## src/rtl/lift_call_ctrl_if.sv

```systemverilog
// Lift-side bundle for the hall-call controller: state code from the lift FSM,
// one-hot call lines back to it, and controller status/debug visibility.
interface lift_call_ctrl_if;
    // Handshake: a call line is the "valid". It stays high until the lift has
    // opened its doors at that floor and reports the floor code again. The
    // one-cycle served pulse is the completion, and no new call is presented
    // in that same cycle.
    logic [2:0] lift_state;
    logic       call_0;
    logic       call_1;
    logic       call_2;
    logic [2:0] pending;
    logic       busy;
    logic       served;
    logic       fault;
    logic [1:0] dbg_state;
    logic [1:0] dbg_cur_floor;

    modport master (
        input  lift_state,
        output call_0, call_1, call_2, pending, busy, served, fault,
        output dbg_state, dbg_cur_floor
    );

    modport slave (
        output lift_state,
        input  call_0, call_1, call_2, pending, busy, served, fault,
        input  dbg_state, dbg_cur_floor
    );
endinterface

```

## src/rtl/lift_call_ctrl.sv

```systemverilog
// Hall-call controller: debounces three floor buttons and latches them as requests.
// It feeds the lift one target call at a time, choosing the nearest floor.
module lift_call_ctrl #(
    parameter int DEBOUNCE = 4,
    parameter int TIMEOUT  = 64
) (
    input  logic             clk,
    input  logic             reset_n,
    input  logic [2:0]       btn,
    lift_call_ctrl_if.master lift
);
    localparam int CW = (DEBOUNCE > 1) ? $clog2(DEBOUNCE) : 1;
    localparam int TW = $clog2(TIMEOUT);
    localparam logic [CW-1:0] DB_LAST  = CW'(DEBOUNCE - 1);
    localparam logic [TW-1:0] TMO_LAST = TW'(TIMEOUT - 1);
    localparam logic [2:0]    LS_DOORS = 3'b101;

    typedef enum logic [1:0] {
        ST_IDLE     = 2'd0,
        ST_DISPATCH = 2'd1,
        ST_DOORS    = 2'd2
    } state_t;

    state_t        state;
    logic [2:0]    sync_1, sync_2, deb, deb_q;
    logic [CW-1:0] db_cnt [3];
    logic [2:0]    pending_r, call_r;
    logic [1:0]    cur_floor, target, sel_floor;
    logic          last_dir, busy_r, served_r, fault_r;
    logic [TW-1:0] tmo_cnt;
    logic [2:0]    rise, discard, set_mask, clr_mask;
    logic          lift_at_floor, tmo_hit, done_hit;

    function automatic logic [2:0] floor_bit(input logic [1:0] f);
        return 3'b001 << f;
    endfunction

    // Synchroniser and per-button debounce; a level is accepted only after
    // DEBOUNCE consecutive cycles of disagreement.
    always_ff @(posedge clk or negedge reset_n) begin
        if (!reset_n) begin
            sync_1 <= '0;
            sync_2 <= '0;
            deb    <= '0;
            deb_q  <= '0;
            for (int i = 0; i < 3; i++) db_cnt[i] <= '0;
        end else begin
            sync_1 <= btn;
            sync_2 <= sync_1;
            deb_q  <= deb;
            for (int i = 0; i < 3; i++) begin
                if (sync_2[i] != deb[i]) begin
                    if (db_cnt[i] == DB_LAST) begin
                        deb[i]    <= sync_2[i];
                        db_cnt[i] <= '0;
                    end else begin
                        db_cnt[i] <= db_cnt[i] + CW'(1);
                    end
                end else begin
                    db_cnt[i] <= '0;
                end
            end
        end
    end

    assign rise          = deb & ~deb_q;
    assign lift_at_floor = (lift.lift_state <= 3'd2);
    assign tmo_hit       = (state != ST_IDLE) && (tmo_cnt == TMO_LAST);
    assign done_hit      = (state == ST_DOORS) && (lift.lift_state == {1'b0, target});
    assign clr_mask      = (done_hit || tmo_hit) ? floor_bit(target) : 3'b000;
    assign set_mask      = rise & ~discard;

    always_comb begin
        discard = 3'b000;
        if (state == ST_IDLE && lift_at_floor && lift.lift_state[1:0] == cur_floor)
            discard = floor_bit(cur_floor);
    end

    // Nearest pending floor; the only equal-distance case is floor 1 with
    // both ends pending, which follows the last travel direction.
    always_comb begin
        sel_floor = cur_floor;
        case (cur_floor)
            2'd0: begin
                if (pending_r[0])      sel_floor = 2'd0;
                else if (pending_r[1]) sel_floor = 2'd1;
                else                   sel_floor = 2'd2;
            end
            2'd1: begin
                if (pending_r[1])                     sel_floor = 2'd1;
                else if (pending_r[0] && pending_r[2]) sel_floor = last_dir ? 2'd2 : 2'd0;
                else if (pending_r[0])                sel_floor = 2'd0;
                else                                  sel_floor = 2'd2;
            end
            default: begin
                if (pending_r[2])      sel_floor = 2'd2;
                else if (pending_r[1]) sel_floor = 2'd1;
                else                   sel_floor = 2'd0;
            end
        endcase
    end

    always_ff @(posedge clk or negedge reset_n) begin
        if (!reset_n) begin
            state     <= ST_IDLE;
            pending_r <= '0;
            call_r    <= '0;
            cur_floor <= '0;
            target    <= '0;
            last_dir  <= 1'b0;
            busy_r    <= 1'b0;
            served_r  <= 1'b0;
            fault_r   <= 1'b0;
            tmo_cnt   <= '0;
        end else begin
            served_r  <= 1'b0;
            pending_r <= (pending_r & ~clr_mask) | set_mask;
            if (lift_at_floor) cur_floor <= lift.lift_state[1:0];
            case (state)
                ST_IDLE: begin
                    if (pending_r != 3'b000) begin
                        target  <= sel_floor;
                        call_r  <= floor_bit(sel_floor);
                        busy_r  <= 1'b1;
                        tmo_cnt <= '0;
                        if (sel_floor > cur_floor)      last_dir <= 1'b1;
                        else if (sel_floor < cur_floor) last_dir <= 1'b0;
                        state   <= ST_DISPATCH;
                    end
                end
                ST_DISPATCH: begin
                    if (tmo_hit) begin
                        call_r  <= '0;
                        busy_r  <= 1'b0;
                        fault_r <= 1'b1;
                        state   <= ST_IDLE;
                    end else begin
                        tmo_cnt <= tmo_cnt + TW'(1);
                        if (lift.lift_state == LS_DOORS) state <= ST_DOORS;
                    end
                end
                ST_DOORS: begin
                    if (done_hit) begin
                        call_r   <= '0;
                        busy_r   <= 1'b0;
                        served_r <= 1'b1;
                        state    <= ST_IDLE;
                    end else if (tmo_hit) begin
                        call_r  <= '0;
                        busy_r  <= 1'b0;
                        fault_r <= 1'b1;
                        state   <= ST_IDLE;
                    end else begin
                        tmo_cnt <= tmo_cnt + TW'(1);
                    end
                end
                default: state <= ST_IDLE;
            endcase
        end
    end

    assign lift.call_0        = call_r[0];
    assign lift.call_1        = call_r[1];
    assign lift.call_2        = call_r[2];
    assign lift.pending       = pending_r;
    assign lift.busy          = busy_r;
    assign lift.served        = served_r;
    assign lift.fault         = fault_r;
    assign lift.dbg_state     = state;
    assign lift.dbg_cur_floor = cur_floor;
endmodule

```

## src/flat_wrapper.sv

```systemverilog
// flat-port wrapper written by rule: the top's interface ports become plain ports
module lift_call_ctrl_flat 
#(
    parameter int DEBOUNCE = 4,
    parameter int TIMEOUT  = 64
)
  (clk, reset_n, btn, lift_lift_state, lift_call_0, lift_call_1, lift_call_2, lift_pending, lift_busy, lift_served, lift_fault, lift_dbg_state, lift_dbg_cur_floor);
  lift_call_ctrl_if lift_i ();
  input  logic clk;
  input  logic reset_n;
  input  logic [2:0] btn;
  input wire logic [$bits(lift_i.lift_state)-1:0] lift_lift_state;
  output wire logic [$bits(lift_i.call_0)-1:0] lift_call_0;
  output wire logic [$bits(lift_i.call_1)-1:0] lift_call_1;
  output wire logic [$bits(lift_i.call_2)-1:0] lift_call_2;
  output wire logic [$bits(lift_i.pending)-1:0] lift_pending;
  output wire logic [$bits(lift_i.busy)-1:0] lift_busy;
  output wire logic [$bits(lift_i.served)-1:0] lift_served;
  output wire logic [$bits(lift_i.fault)-1:0] lift_fault;
  output wire logic [$bits(lift_i.dbg_state)-1:0] lift_dbg_state;
  output wire logic [$bits(lift_i.dbg_cur_floor)-1:0] lift_dbg_cur_floor;
  assign lift_i.lift_state = lift_lift_state;
  assign lift_call_0 = lift_i.call_0;
  assign lift_call_1 = lift_i.call_1;
  assign lift_call_2 = lift_i.call_2;
  assign lift_pending = lift_i.pending;
  assign lift_busy = lift_i.busy;
  assign lift_served = lift_i.served;
  assign lift_fault = lift_i.fault;
  assign lift_dbg_state = lift_i.dbg_state;
  assign lift_dbg_cur_floor = lift_i.dbg_cur_floor;
  lift_call_ctrl #(.DEBOUNCE(DEBOUNCE), .TIMEOUT(TIMEOUT)) u_core (.clk(clk), .reset_n(reset_n), .btn(btn), .lift(lift_i));
endmodule
```

## config.mk

```make
export PLATFORM = sky130hd
export DESIGN_NAME = lift_call_ctrl_flat
export DESIGN_NICKNAME = d
export VERILOG_FILES = /design/src/rtl/lift_call_ctrl_if.sv /design/src/rtl/lift_call_ctrl.sv /design/src/flat_wrapper.sv
export SDC_FILE = /design/constraint.sdc
export NUM_CORES = 1
export LEC_CHECK = 0
export CAP_MARGIN = 20
export CORE_ASPECT_RATIO = 2
export CORE_UTILIZATION = 37
export DETAILED_ROUTE_END_ITERATION = 7
export GPL_TIMING_DRIVEN = 0
export PLACE_DENSITY = 0.65
export SETUP_SLACK_MARGIN = 0.05
export SLEW_MARGIN = 20
export SYNTH_ARGS = -nofsm -noshare
export SYNTH_HDL_FRONTEND = slang
export SYNTH_SLANG_ARGS = --single-unit
```

## constraint.sdc

```tcl
create_clock -name clk -period 2.1 [get_ports clk]
set_input_delay 0.315 -clock clk [delete_from_list [all_inputs] [get_ports clk]]
set_output_delay 0.315 -clock clk [all_outputs]
set_load 0.1 [all_outputs]
```

# Yosys cells after proc, flatten, opt, wreduce, memory -nomap -nowiden
# Cells that the tools add are included.
dict set report word_totals {
  reg_bits 40
  in_bits 8
  out_inout_bits 13
  word_cells 117
}
dict set report classes {
  addsub 4
  n_lt_le_gt_ge 3
  n_eq_ne 17
  shift 3
  mux 42
  bitwise_logic 7
  n_reduce_logical 22
}
# op n
set ops {}
lappend ops {{two-way mux 2 bit} 18}
lappend ops {{two-way mux 6 bit} 3}
lappend ops {{case mux 6 bit (3 select lines)} 1}
lappend ops {{two-way mux 3 bit} 5}
lappend ops {{AND reduction 2 bit} 6}
lappend ops {{two-way mux 1 bit} 10}
lappend ops {{AND 3 bit} 3}
lappend ops {{inverter 3 bit} 3}
lappend ops {{case mux 3 bit (3 select lines)} 1}
lappend ops {{AND reduction 3 bit} 3}
lappend ops {{<< shifter 1 x 2 -> 3 bit (first input constant)} 3}
lappend ops {{equality test 2 bit (second input constant)} 4}
lappend ops {{adder 2 x 1 -> 2 bit (second input constant)} 3}
lappend ops {{adder 6 x 1 -> 6 bit (second input constant)} 1}
lappend ops {{equality test 6 bit (second input constant)} 1}
lappend ops {{inequality test 3 x 1 -> 1 bit (second input constant)} 2}
lappend ops {{case mux 2 bit (3 select lines)} 1}
lappend ops {{nonzero test 2 bit} 3}
lappend ops {{nonzero test 3 bit} 2}
lappend ops {{logical AND 1 bit} 5}
lappend ops {{equality test 2 x 1 -> 1 bit (second input constant)} 2}
lappend ops {{zero test 2 bit} 2}
lappend ops {{inequality test 2 bit (second input constant)} 2}
lappend ops {{case mux 2 bit (2 select lines)} 1}
lappend ops {{11 further kinds} 13}

# Logic depth before layout (Yosys ltp)
dict set report depth {
  depth_word 7
  ltp_mapped 7
  mapped_depth_nobuf 6
}

# Worst setup path before layout
# OpenSTA, ideal clock, no wires.
dict set report synth_path {
  path_kind {reg2reg}
  start {register u_core.state[1], in the netlist u_core.lift.dbg_state[1]}
  end {register u_core.state[0], in the netlist u_core.lift.dbg_state[0]}
  setup_time_ps 126
  t_arrival_ps 2352
  t_required_ps 1974
  slack_ps -378
  stages_incl_launch_ff 7
  n_path_buf 0
  synth_period_minus_slack_ps 2478
  path_cell_list {dfrtp_1 inv_1 ha_1 nand2b_1 nor2_1 o211ai_1 mux2_2}
}
dict set report synth_via {
  elab_chain_cells 4
  word_cells_on_any_way 13
  cone_classes {eq/ne (5); mux (3); reduce/logical (5)}
}
# element line
set synth_lines {}
lappend synth_lines {{start: declaration} lift_call_ctrl.sv:24} ;# state_t state;
lappend synth_lines {{start signal: assignment} lift_call_ctrl.sv:105} ;# state <= ST_IDLE;
lappend synth_lines {{start signal: assignment} lift_call_ctrl.sv:128} ;# state <= ST_DISPATCH;
lappend synth_lines {{start signal: assignment} lift_call_ctrl.sv:136} ;# state <= ST_IDLE;
lappend synth_lines {{equality test 2 bit / nonzero test 2 bit (equally long branches)} {lift_call_ctrl.sv:69, lift_call_ctrl.sv:119, lift_call_ctrl.sv:68}}
lappend synth_lines {{logical AND 1 bit (on tied branches)} {lift_call_ctrl.sv:69, lift_call_ctrl.sv:68}}
lappend synth_lines {{inequality test 3 x 1 -> 1 bit (no source line), or another cell as far along} n/a}
lappend synth_lines {{AND reduction 3 bit (no source line) / case mux 2 bit (3 select lines) (equally long branches)} n/a}
# Several ways; a longest one is shown, not always the timed one.
# A chain may end at the register's enable or synchronous reset.

# Worst setup path after layout
dict set report layout_path {
  start {register u_core.pending_r[2], in the netlist u_core.lift.pending[2]}
  end {output lift_pending[2]}
}
# element line
set layout_rtl {}
lappend layout_rtl {{start: declaration} lift_call_ctrl.sv:27} ;# logic [2:0] pending_r, call_r;
lappend layout_rtl {{start signal: assignment} lift_call_ctrl.sv:117} ;# pending_r <= (pending_r & ~clr_mask) | set_mask;
lappend layout_rtl {{end: declaration} flat_wrapper.sv:16} ;# output wire logic [$bits(lift_i.pending)-1:0] lift_pending;
# No word-level cell between the ends.

==> run summary <==
Antenna-violating nets left: 0
Hold slack: 0.346 ns
Clk root buf: clkbuf_8
Period utilisation layout: 94.9%
Via density: 5.47
H-tree depth: 2
Area grow syn2layout: 22.7%
Reg area: 0.00101 mm²
Clock Pin Slew Worst Setup and Hold Paths: 0.07 ns
Iteration-0 DRC Markers: 14
Reg-to-reg critical path startpoint: u_core.lift.dbg_state[1]$_DFFE_PN0P_
Final Hold Viols: 0
Worst-margin pin slew: 0.963 ns
Worst-path cell chain: dlygate4sd2_1
Worst path bufs/invs: 1
Maximum vdd ir drop: 0.000573 V
Reg2Reg Setup Slack: 0.13 ns
Critical setup path kind: flip-flop to primary output
Final Power: 0.00298 W
Post-Synth Adder-Cell Area: 6.09%
DRC viols: 0
Die W: 52.0 µm
Rel. slew slack: 36.0%
Drt first pass iters: 4
Seq/Total Area, Yosys: 54.2%
Syn avg cell area: 11.2 µm²
Routed wire length: 3740 µm
Synth Area in Simple Gates: 15.3%
Yosys cell types: 44
Main combinational cell family by area after synthesis: compound AO/OA/AOI/OAI gates
GRT overflow: 0
Maxcap violations: 0
Max incr delay on CP: 0.90 ns
Most frequent cells in the layout: dfrtp_1, nor2_1, dlygate4sd2_1
CTS sink count: 40
Crit path time final: 1.99 ns
Worst Skew: 0.00788 ns
Multiplexer share of the synthesized area: 2.44%
CTS Buf Count: 5
Commonest non-fill, non-tap cell in the layout: dfrtp_1
Crit-path leading delay family: buffers and inverters
Tightest Hold Check Type: flip-flop to flip-flop
Die area: 0.00530 mm²
Final setup fails: 0
Filler cell count: 454
N_diodes: 0
Clock Path Buffers: 2
Mapped Area: 0.00185 mm²
Highest clock rate: 502 MHz
Status: complete, no violations
Synth Register Bits: 40
Cells after Synth: 165
Yosys Warn Count: 0
Max-slew violation count: 0
Core Box Area: 0.00482 mm²
XOR/XNOR Fraction of Synth Area: 2.37%
RSZ-0062 raised after global routing: true
I/O pin cnt: 21
Routability Congestion: 0.815
Cell count of the worst hold path: 0
Total number of vias: 1396
CTS tree: built
Reg2Reg Depth: 5
Fin nets: 214
Wire per inst: 14.7 µm
Vias in the first global route: 1374
Worst EP arrival: 1.68 ns
Slowest CP cell: dlygate4sd2_1
Row Count: 36
Initial antenna violation count: 0
Mapped Nets: 182
Crit end category: primary output
All-Layer GR Usage: 16.4%
WP data required: 1.78 ns
Largest net degree at the start of global routing: 33
Lkg Pwr: 1.01 nW
Yosys top cell area share: 54.2%
Crit path launch type: flip-flop
First-pass GRT wire length: 6260 µm
DP Wirelength: 2830 µm
Multi-input logic area: 816 µm²
Ratio of cells with drive above 1 in the final layout: 15.7%
PortBufs: 20
PwrDens: 1320 mW/mm²
WHS Endpoint: u_core.sync_2[0]$_DFF_PN0_
Synth Area in Compound Gates: 16.7%
Die Ht: 102 µm
Worst Path Max Fanout: 8
Initial Util: 38.3%
Worst-Skew Late Latency: 0.29 ns
Top cells by area, synth: dfrtp_1, ha_1, nor2_1
Area leader, netlist: dfrtp_1
R2R Path End: u_core.call_r[1]$_DFFE_PN0P_
HP Start: u_core.sync_1[0]$_DFF_PN0_
## flip-flops by register name, summed over array words and instances (netlist names)
register                   count
u_core.lift.dbg_cur_floor      2
u_core.lift.dbg_state          2
u_core.lift.served             1
u_core.call_r                  3
u_core.sync_1                  3
u_core.target                  2
u_core.deb                     3
u_core.tmo_cnt                 6
u_core.db_cnt                  6
u_core.lift.pending            3
u_core.sync_2                  3
u_core.deb_q                   3
u_core.lift.fault              1
u_core.last_dir                1
u_core.lift.busy               1
## repair_timing
action | in CTS | in global routing
hold buffers | 1 | 0
pin swaps | 0 | 1
resized for setup | 16 | 6
buffers inserted | 0 | 3
hold endpoints to repair | 8 | 0
endpoints found under the setup margin | 19 | 15
## metal layers
metal	vias to the layer above	GRT usage [%]	routed length (µm)
li1	674	-	-
met1	690	16.2	1360
met2	21	30.1	2160
met3	11	2.68	81
met4	0	10.6	133
met5	-	0	0
## through the flow
step | TNS (ns) | util (%) | cells | worst slack [ns] | area [µm²]
finish | 0 | 47.1 | 255 | 0.106 | 2270
global route | 0 | 47.1 | 255 | 0.0362 | 2270
CTS | 0 | 46.2 | 252 | 0.0612 | 2230
detailed placement | -0.866 | 44.5 | 243 | -0.156 | 2140
global placement | -10.97 | 44.2 | 242 | -0.487 | 2130
floorplan | 0 | - | 165 | 0.0465 | 1860
## power by group
group / total (W) / internal [W] / switching [W]
Clock: 0.000486 / 0.000236 / 0.000250
Combinational: 0.00133 / 0.000488 / 0.000838
Sequential: 0.00117 / 0.000999 / 0.000172
Total: 0.00298 / 0.00172 / 0.00126
## kinds of logic (layout without fill, tap and decap cells)
kind of cell | Yosys count | count (layout)
mux | 4 | 4
simple gates | 50 | 50
xor+xnor | 5 | 5
fa+ha+maj | 9 | 9
compound gates | 43 | 43
buf+inv | 14 | 47
flops | 40 | 40
## final cells by class
| cell class | count | share of cell area [%] |
|---|---|---|
| multi-input combinational | 111 | 36.0 |
| sequential | 40 | 44.6 |
| clock buffer | 8 | 3.53 |
| tap | 57 | 3.14 |
| inverter | 11 | 1.93 |
| timing repair buffer | 25 | 10.3 |
| buffer | 3 | 0.607 |
## Yosys cell counts
cell,instances
a211o_1,3
a211oi_1,2
a21oi_1,5
a22o_1,2
a31o_2,1
a31oi_1,3
a32o_1,3
a41oi_1,1
and2_1,1
and2b_1,1
and3_1,1
and3_4,1
and4_1,1
buf_2,2
clkbuf_1,1
dfrtp_1,40
ha_1,9
inv_1,10
inv_2,1
mux2_2,4
nand2_1,6
nand2b_1,2
nand3_1,2
nand3b_1,3
nand4_1,2
nor2_1,14
nor2b_1,6
nor3_1,3
nor4b_1,2
o2111ai_1,1
o211a_1,1
o211ai_1,4
o21ai_0,8
o22a_1,1
o22ai_1,3
o2bb2ai_1,1
o311ai_0,1
o31ai_1,2
o32ai_1,1
or2_2,2
or4_1,1
or4b_1,2
xnor2_1,3
xor2_1,2
## worst max-delay path by stage
stage / to / cells past startpoint / slack (ns) / startpoint
finish: lift_pending[2] / 1 / 0.11 / u_core.lift.pending[2]$_DFF_PN0_
global route: u_core.call_r[1]$_DFFE_PN0P_ / 7 / 0.04 / u_core.lift.dbg_state[1]$_DFFE_PN0P_
CTS: u_core.call_r[1]$_DFFE_PN0P_ / 7 / 0.06 / u_core.lift.dbg_state[1]$_DFFE_PN0P_
detailed placement: u_core.lift.pending[1]$_DFF_PN0_ / 7 / -0.16 / lift_lift_state[1]
global placement: u_core.lift.dbg_state[1]$_DFFE_PN0P_ / 1 / -0.49 / reset_n
floorplan: u_core.lift.dbg_state[0]$_DFFE_PN0P_ / 6 / 0.05 / u_core.lift.dbg_state[0]$_DFFE_PN0P_
(Power assumes the default switching activity.)
